File: src/rtl/river_crossing_ctrl.sv
// Farmer/fox/goat/beans crossing controller: registers bank positions, applies moves, tracks outcome.
// Optional one-level undo is built when RIVER_UNDO_EN is defined.
module river_crossing_ctrl #(
    parameter int MOVE_W    = 5,
    parameter int MAX_MOVES = 31
) (
    input  logic              clk,
    input  logic              reset,
    input  logic              move_valid,
    input  logic [1:0]        passenger,
    input  logic              eaten,
    input  logic              undo,
    output logic              f,
    output logic              x,
    output logic              g,
    output logic              b,
    output logic [MOVE_W-1:0] move_count,
    output logic              accept,
    output logic              illegal,
    output logic              won,
    output logic              lost
);

    typedef enum logic [1:0] {PLAY, WON, LOST} state_t;

    state_t            state, state_n;
    logic [3:0]        pos, pos_n;        // {f, x, g, b}
    logic [MOVE_W-1:0] cnt, cnt_n;
    logic              acc_n, ill_n;
    logic              item_bank;
    logic [3:0]        mask;

    // Bank of the selected passenger; "none" always counts as with the farmer.
    always_comb begin
        item_bank = pos[3];
        mask      = 4'b1000;
        case (passenger)
            2'b01: begin item_bank = pos[2]; mask = 4'b1100; end
            2'b10: begin item_bank = pos[1]; mask = 4'b1010; end
            2'b11: begin item_bank = pos[0]; mask = 4'b1001; end
            default: ;
        endcase
    end

`ifdef RIVER_UNDO_EN
    logic [3:0] hist, hist_n;
    logic       hist_vld, hist_vld_n;
`else
    logic unused_undo;
    assign unused_undo = undo;
`endif

    always_comb begin
        state_n = state;
        pos_n   = pos;
        cnt_n   = cnt;
        acc_n   = 1'b0;
        ill_n   = 1'b0;
`ifdef RIVER_UNDO_EN
        hist_n     = hist;
        hist_vld_n = hist_vld;
        if (undo && hist_vld && state != WON) begin
            pos_n      = hist;
            cnt_n      = cnt - MOVE_W'(1);
            state_n    = PLAY;
            hist_vld_n = 1'b0;
        end else
`endif
        if (state == PLAY) begin
            if (eaten)
                state_n = LOST;
            else if (&pos)
                state_n = WON;
            else if (cnt == MOVE_W'(MAX_MOVES))
                state_n = LOST;
            else if (move_valid) begin
                if (item_bank == pos[3]) begin
                    pos_n = pos ^ mask;
                    cnt_n = cnt + MOVE_W'(1);
                    acc_n = 1'b1;
`ifdef RIVER_UNDO_EN
                    hist_n     = pos;
                    hist_vld_n = 1'b1;
`endif
                end else begin
                    ill_n = 1'b1;
                end
            end
        end
    end

    always_ff @(posedge clk) begin
        if (reset) begin
            state   <= PLAY;
            pos     <= 4'b0000;
            cnt     <= '0;
            accept  <= 1'b0;
            illegal <= 1'b0;
`ifdef RIVER_UNDO_EN
            hist     <= 4'b0000;
            hist_vld <= 1'b0;
`endif
        end else begin
            state   <= state_n;
            pos     <= pos_n;
            cnt     <= cnt_n;
            accept  <= acc_n;
            illegal <= ill_n;
`ifdef RIVER_UNDO_EN
            hist     <= hist_n;
            hist_vld <= hist_vld_n;
`endif
        end
    end

    assign {f, x, g, b} = pos;
    assign move_count   = cnt;
    assign won          = (state == WON);
    assign lost         = (state == LOST);

endmodule

File: config.mk
export PLATFORM = sky130hd
export DESIGN_NAME = river_crossing_ctrl
export DESIGN_NICKNAME = d
export VERILOG_FILES = /design/src/rtl/river_crossing_ctrl.sv
export SDC_FILE = /design/constraint.sdc
export NUM_CORES = 1
export LEC_CHECK = 0
export ABC_CLOCK_PERIOD_IN_PS = 2400
export CORE_UTILIZATION = 43
export CTS_CLUSTER_DIAMETER = 50
export DETAILED_ROUTE_END_ITERATION = 12
export PLACE_DENSITY = 0.85
export SLEW_MARGIN = 5
export SYNTH_ARGS = -nofsm -noshare
export SYNTH_HDL_FRONTEND = slang
export SYNTH_SLANG_ARGS = --single-unit
File: constraint.sdc
create_clock -name clk -period 2.4 [get_ports clk]
set_input_delay 0.48 -clock clk [delete_from_list [all_inputs] [get_ports clk]]
set_output_delay 0.48 -clock clk [all_outputs]
set_load 0.05 [all_outputs]
## Yosys cells after proc, flatten, opt, wreduce, memory -nomap -nowiden

Cells that the tools add are included.

- $add $sub $neg: 1
- Eq/ne operators: 7
- Multiplexer cells: 7
- Bitwise operators: 6
- Reductions and logical operators: 6

Operators with widths:

| kind | number |
|---|---|
| case mux 3 bit (3 select lines) | 1 |
| equality test 2 bit, second input constant | 3 |
| 2-to-1 mux 2 bit | 3 |
| AND reduction 6 bit | 1 |
| OR reduction 6 bit | 1 |
| adder 5 x 1 -> 5 bit, second input constant | 1 |
| equality test 5 bit, second input constant | 1 |
| inverter 1 bit | 5 |
| equality test 2 x 1 -> 1 bit, second input constant | 2 |
| AND reduction 4 bit | 1 |
| XOR 4 bit | 1 |
| case mux 1 bit (3 select lines) | 1 |
| nonzero test 3 bit | 1 |
| zero test 2 bit | 1 |
| 2-to-1 mux 1 bit | 2 |
| AND reduction 2 bit | 1 |
| equality test 1 bit | 1 |

- Register bits after elaboration: 13
- Input port bits: 7
- Output and inout port bits: 13
- Word-level logic and storage cells: 32

## Logic depth before layout (Yosys ltp)

- Word-level depth: 4
- Gate-level depth with buffers: 8
- Depth with buffers taken out: 8

## Worst setup path before layout

Ideal clock, no wire load.

- Path type: reg-to-reg
- Start: register cnt[0], in the netlist move_count[0]
- End: register pos[1]
- Setup time: 123 ps
- Arrival time: 2345 ps
- Required time: 2277 ps
- Setup slack: -68 ps
- Stages on the path, launching flop included: 9
- Path buffers: 0
- Clock period less this slack: 2468 ps
- Cell sequence: dfxtp_1 -> ha_1 -> and3_1 -> ha_1 -> nor4_1 -> nand3_1 -> a31oi_4 -> and3_1 -> mux2_1

- Cells in the longest elaborated chain, start to end: 3

Ends and longest elaborated chain:

| item | line | source |
|---|---|---|
| start, declared | 28 | `logic [MOVE_W-1:0] cnt, cnt_n;` |
| start signal, assigned | 106 | `cnt <= cnt_n;` |
| equality test 5 bit | 74 | `else if (cnt == MOVE_W'(MAX_MOVES))` |
| inverter 1 bit (no source line) | - |  |
| AND reduction 6 bit (no source line) | - |  |
| end signal, assigned | 105 | `pos <= pos_n;` |
| end, declared | 27 | `logic [3:0] pos, pos_n;` |

Every way passes these cells.
A chain may end at the register's enable or synchronous reset.

## Final worst setup path

- Start: input port passenger[1]
- End: register pos[1]

- Cells in the longest elaborated chain, start to end: 4
- Elaborated cells on any way between the ends: 8
- Those cells by class: eq/ne: 4; mux: 2; bitwise: 1; reduce/logical: 1

Ends and longest elaborated chain:

| item | line | source |
|---|---|---|
| start, declared | 10 | `input logic [1:0] passenger,` |
| equality test 2 bit or equality test 2 x 1 -> 1 bit (tied branches) | 37 | `case (passenger)` |
| case mux 1 bit (3 select lines) | 37 |  |
| equality test 1 bit | 77 | `if (item_bank == pos[3]) begin` |
| AND reduction 6 bit (no source line) | - |  |

Several ways; a longest one is shown, not always the timed one.

==> results by group <==
GRT
  – GRT Residual Overflow: 0
  – First-pass GRT wire length: 1.98 mm
  – Largest net degree at the start of global routing: 10
  – Overall Global Routing Usage: 0.189
  – Number of global-route vias before repair: 453
  – Initial antenna violation count: 0

Die
  – Starting density of the core: 0.471
  – Boundary Pins: 20
  – Die width: 40.2 microns
  – Die area: 0.00162 sq mm
  – Floorplan row count: 13
  – Core Footprint: 0.00133 sq mm
  – Die H: 40.2 microns

Placed design
  – Final GP Congestion: 0.734
  – Post-Place Worst Slack: -0.153 ns
  – Port Buf Inserts: 18
  – Post-DP HPWL: 1.03 mm
  – Placed cell count: 104
  – Area post-placement: 856 sq um

STA
  – Final Setup Violations: 0
  – Fmax achieved: 0.439 GHz
  – Part of the cycle the worst path needs: 0.949
  – Slew HR: 0.666
  – Actual transition at the worst max-transition pin: 0.500 ns
  – Fin Setup TNS: 0 ns
  – WHS: 0.516 ns
  – Slew Limit Fails: 0
  – Fin. Hold Viols: 0
  – RSZ-0062 raised after global routing: no
  – Final worst slack: 0.124 ns
  – Clk_skew: 0.00166 ns
  – Final Critical Period: 2.28 ns

Setup path
  – Worst path max stage delay: 0.44 ns
  – CP cell instances: clkdlybuf4s50_1 > and2_1 > ha_1 > a2111o_1 > a31oi_4 > and3_1 > mux2_1
  – Critical path required time: 2.56 ns
  – Crit path kind: input pin to register
  – Crit path DAT: 2.44 ns
  – Worst setup EP type: register
  – Critical path fanouts, max: 3
  – Slowest stage cell, crit path: a2111o_1
  – Setup crit start kind: input pin

Final layout
  – Commonest non-fill, non-tap cell in the layout: clkdlybuf4s50_1
  – Most frequent cells in the layout: clkdlybuf4s50_1, nor2_1, dfxtp_1
  – Fin area: 882 sq um
  – Area grow syn2layout: 40.4%
  – N_diodes: 0
  – Final Non-Filler Cells: 108
  – Nets: 104
  – Util after Layout: 0.661
  – Share of layout cells above drive strength 1: 0.129

Synthesis
  – Synth Warn #: 0
  – Synth top area share: 0.414
  – Ranking of synthesized cells by area: dfxtp_1, nor2_1, ha_1
  – Syn Inst Count: 68
  – Top_reg_cell synth: dfxtp_1
  – Post-synth design cell area: 628 sq um
  – Post-synth top area cell: dfxtp_1
  – Distinct cell type count after synthesis: 25
  – Post-synth EDFFs: 0
  – Synth Register Bits: 13
  – Syn nets: 78
  – Post-synth ARST share: 0
  – Register area share after synthesis: 0.414
  – Post-Syn Area per Cell: 9.24 sq um

Clocking
  – # resized after CTS: 0
  – Htree depth: 1
  – Worst-Skew Late Latency: 0.27 ns
  – Hold_buf cts: 0
  – Worst-case clock buffer depth: 2
  – Cts bufs inserted: 3
  – Worst-path clk slew: 0.07 ns
  – CTS root buf: clkbuf_4
  – Setup Buffers After CTS: 0
  – CTS tree: done
  – Clock sinks: 13

Power
  – LEAKAGE: 0.357 nW
  – Pwr Density: 515 mW/mm^2
  – Tot Pwr: 0.454 mW
  – Max IR drop VDD: 0.000318 V

Drt
  – DRT iter0 DRCs: 10
  – Wire per inst: 12.5 microns
  – Routed Antenna Nets: 0
  – DR vias: 586
  – Number of remaining DRC errors: 0
  – Pre-Repair DR Iteration Count: 4
  – Routed WL: 1.35 mm
  – Drt via density: 5.43

Flow run
  – Max cap viols: 0

Worst hold path
  – Worst hold path type: register to register

Outcome
  – Status: finished clean
cells in the mapped netlist, types with 2 or more instances:
cell,instances
and3_1,3
nor2b_1,5
a21oi_1,3
nor3_1,2
dfxtp_1,13
inv_1,2
mux2i_1,3
nor2_1,13
nand3_1,3
xnor2_1,3
a21o_1,2
ha_1,3
worst max-delay path: cells and delay by family:
kind | cells | cell delay, ns
AND/OR/NAND/NOR | 2 | 0.36
AO/OA/AOI/OAI | 2 | 0.65
multiplexers | 1 | 0.32
adder cells (fa/ha/maj) | 1 | 0.20
buffers and inverters | 1 | 0.42
cell type report:
cell class | count | area [sq um]
repair buffers | 22 | 210
fillers | 104 | 452
flip-flops and latches | 13 | 263
inverters | 2 | 7.51
multi-input cells | 52 | 357
well taps | 15 | 18.8
clock buffers | 4 | 26.3
kinds of logic after synthesis:
logic type / Yosys count / share of synthesized area
buffers and inverters: 3 / 0.0179
adders and majority gates: 3 / 0.0598
and+or+nand+nor: 32 / 0.255
DFF: 13 / 0.414
AOI/OAI and AO/OA: 10 / 0.145
xor gates and xnor gates: 3 / 0.0418
muxes: 4 / 0.0657
per-layer routing:
metal | global-route usage | share of wire | wire, microns | vias to the layer above
met5 | 0 | 0 | 0 | -
met4 | 0.0250 | 0 | 0 | 0
met2 | 0.298 | 0.50 | 676 | 17
met1 | 0.234 | 0.44 | 595 | 279
li1 | - | - | - | 290
met3 | 0.100 | 0.060 | 81 | 0
sequential cells by signal, summed over array words and instances, names as in the netlist:
register	flops
state	2
pos	4
move_count	5
accept	1
illegal	1
worst paths after layout:
kind,slack (ns),from,cells past startpoint,to
worst max-delay path,0.12,passenger[1],7,pos[1]$_SDFFE_PP0P_
worst min-delay path,0.52,move_count[1]$_SDFFE_PP0P_,2,move_count[1]$_SDFFE_PP0P_
worst max register to register,0.22,move_count[0]$_SDFFE_PP0P_,8,pos[1]$_SDFFE_PP0P_
worst min register to register,0.52,move_count[1]$_SDFFE_PP0P_,2,move_count[1]$_SDFFE_PP0P_
report_power, final:
group,total (mW),internal (mW),switching (mW)
clock network,0.130,0.0644,0.0660
logic,0.0925,0.0391,0.0534
registers,0.231,0.223,0.00812
(Power assumes the default switching activity.)
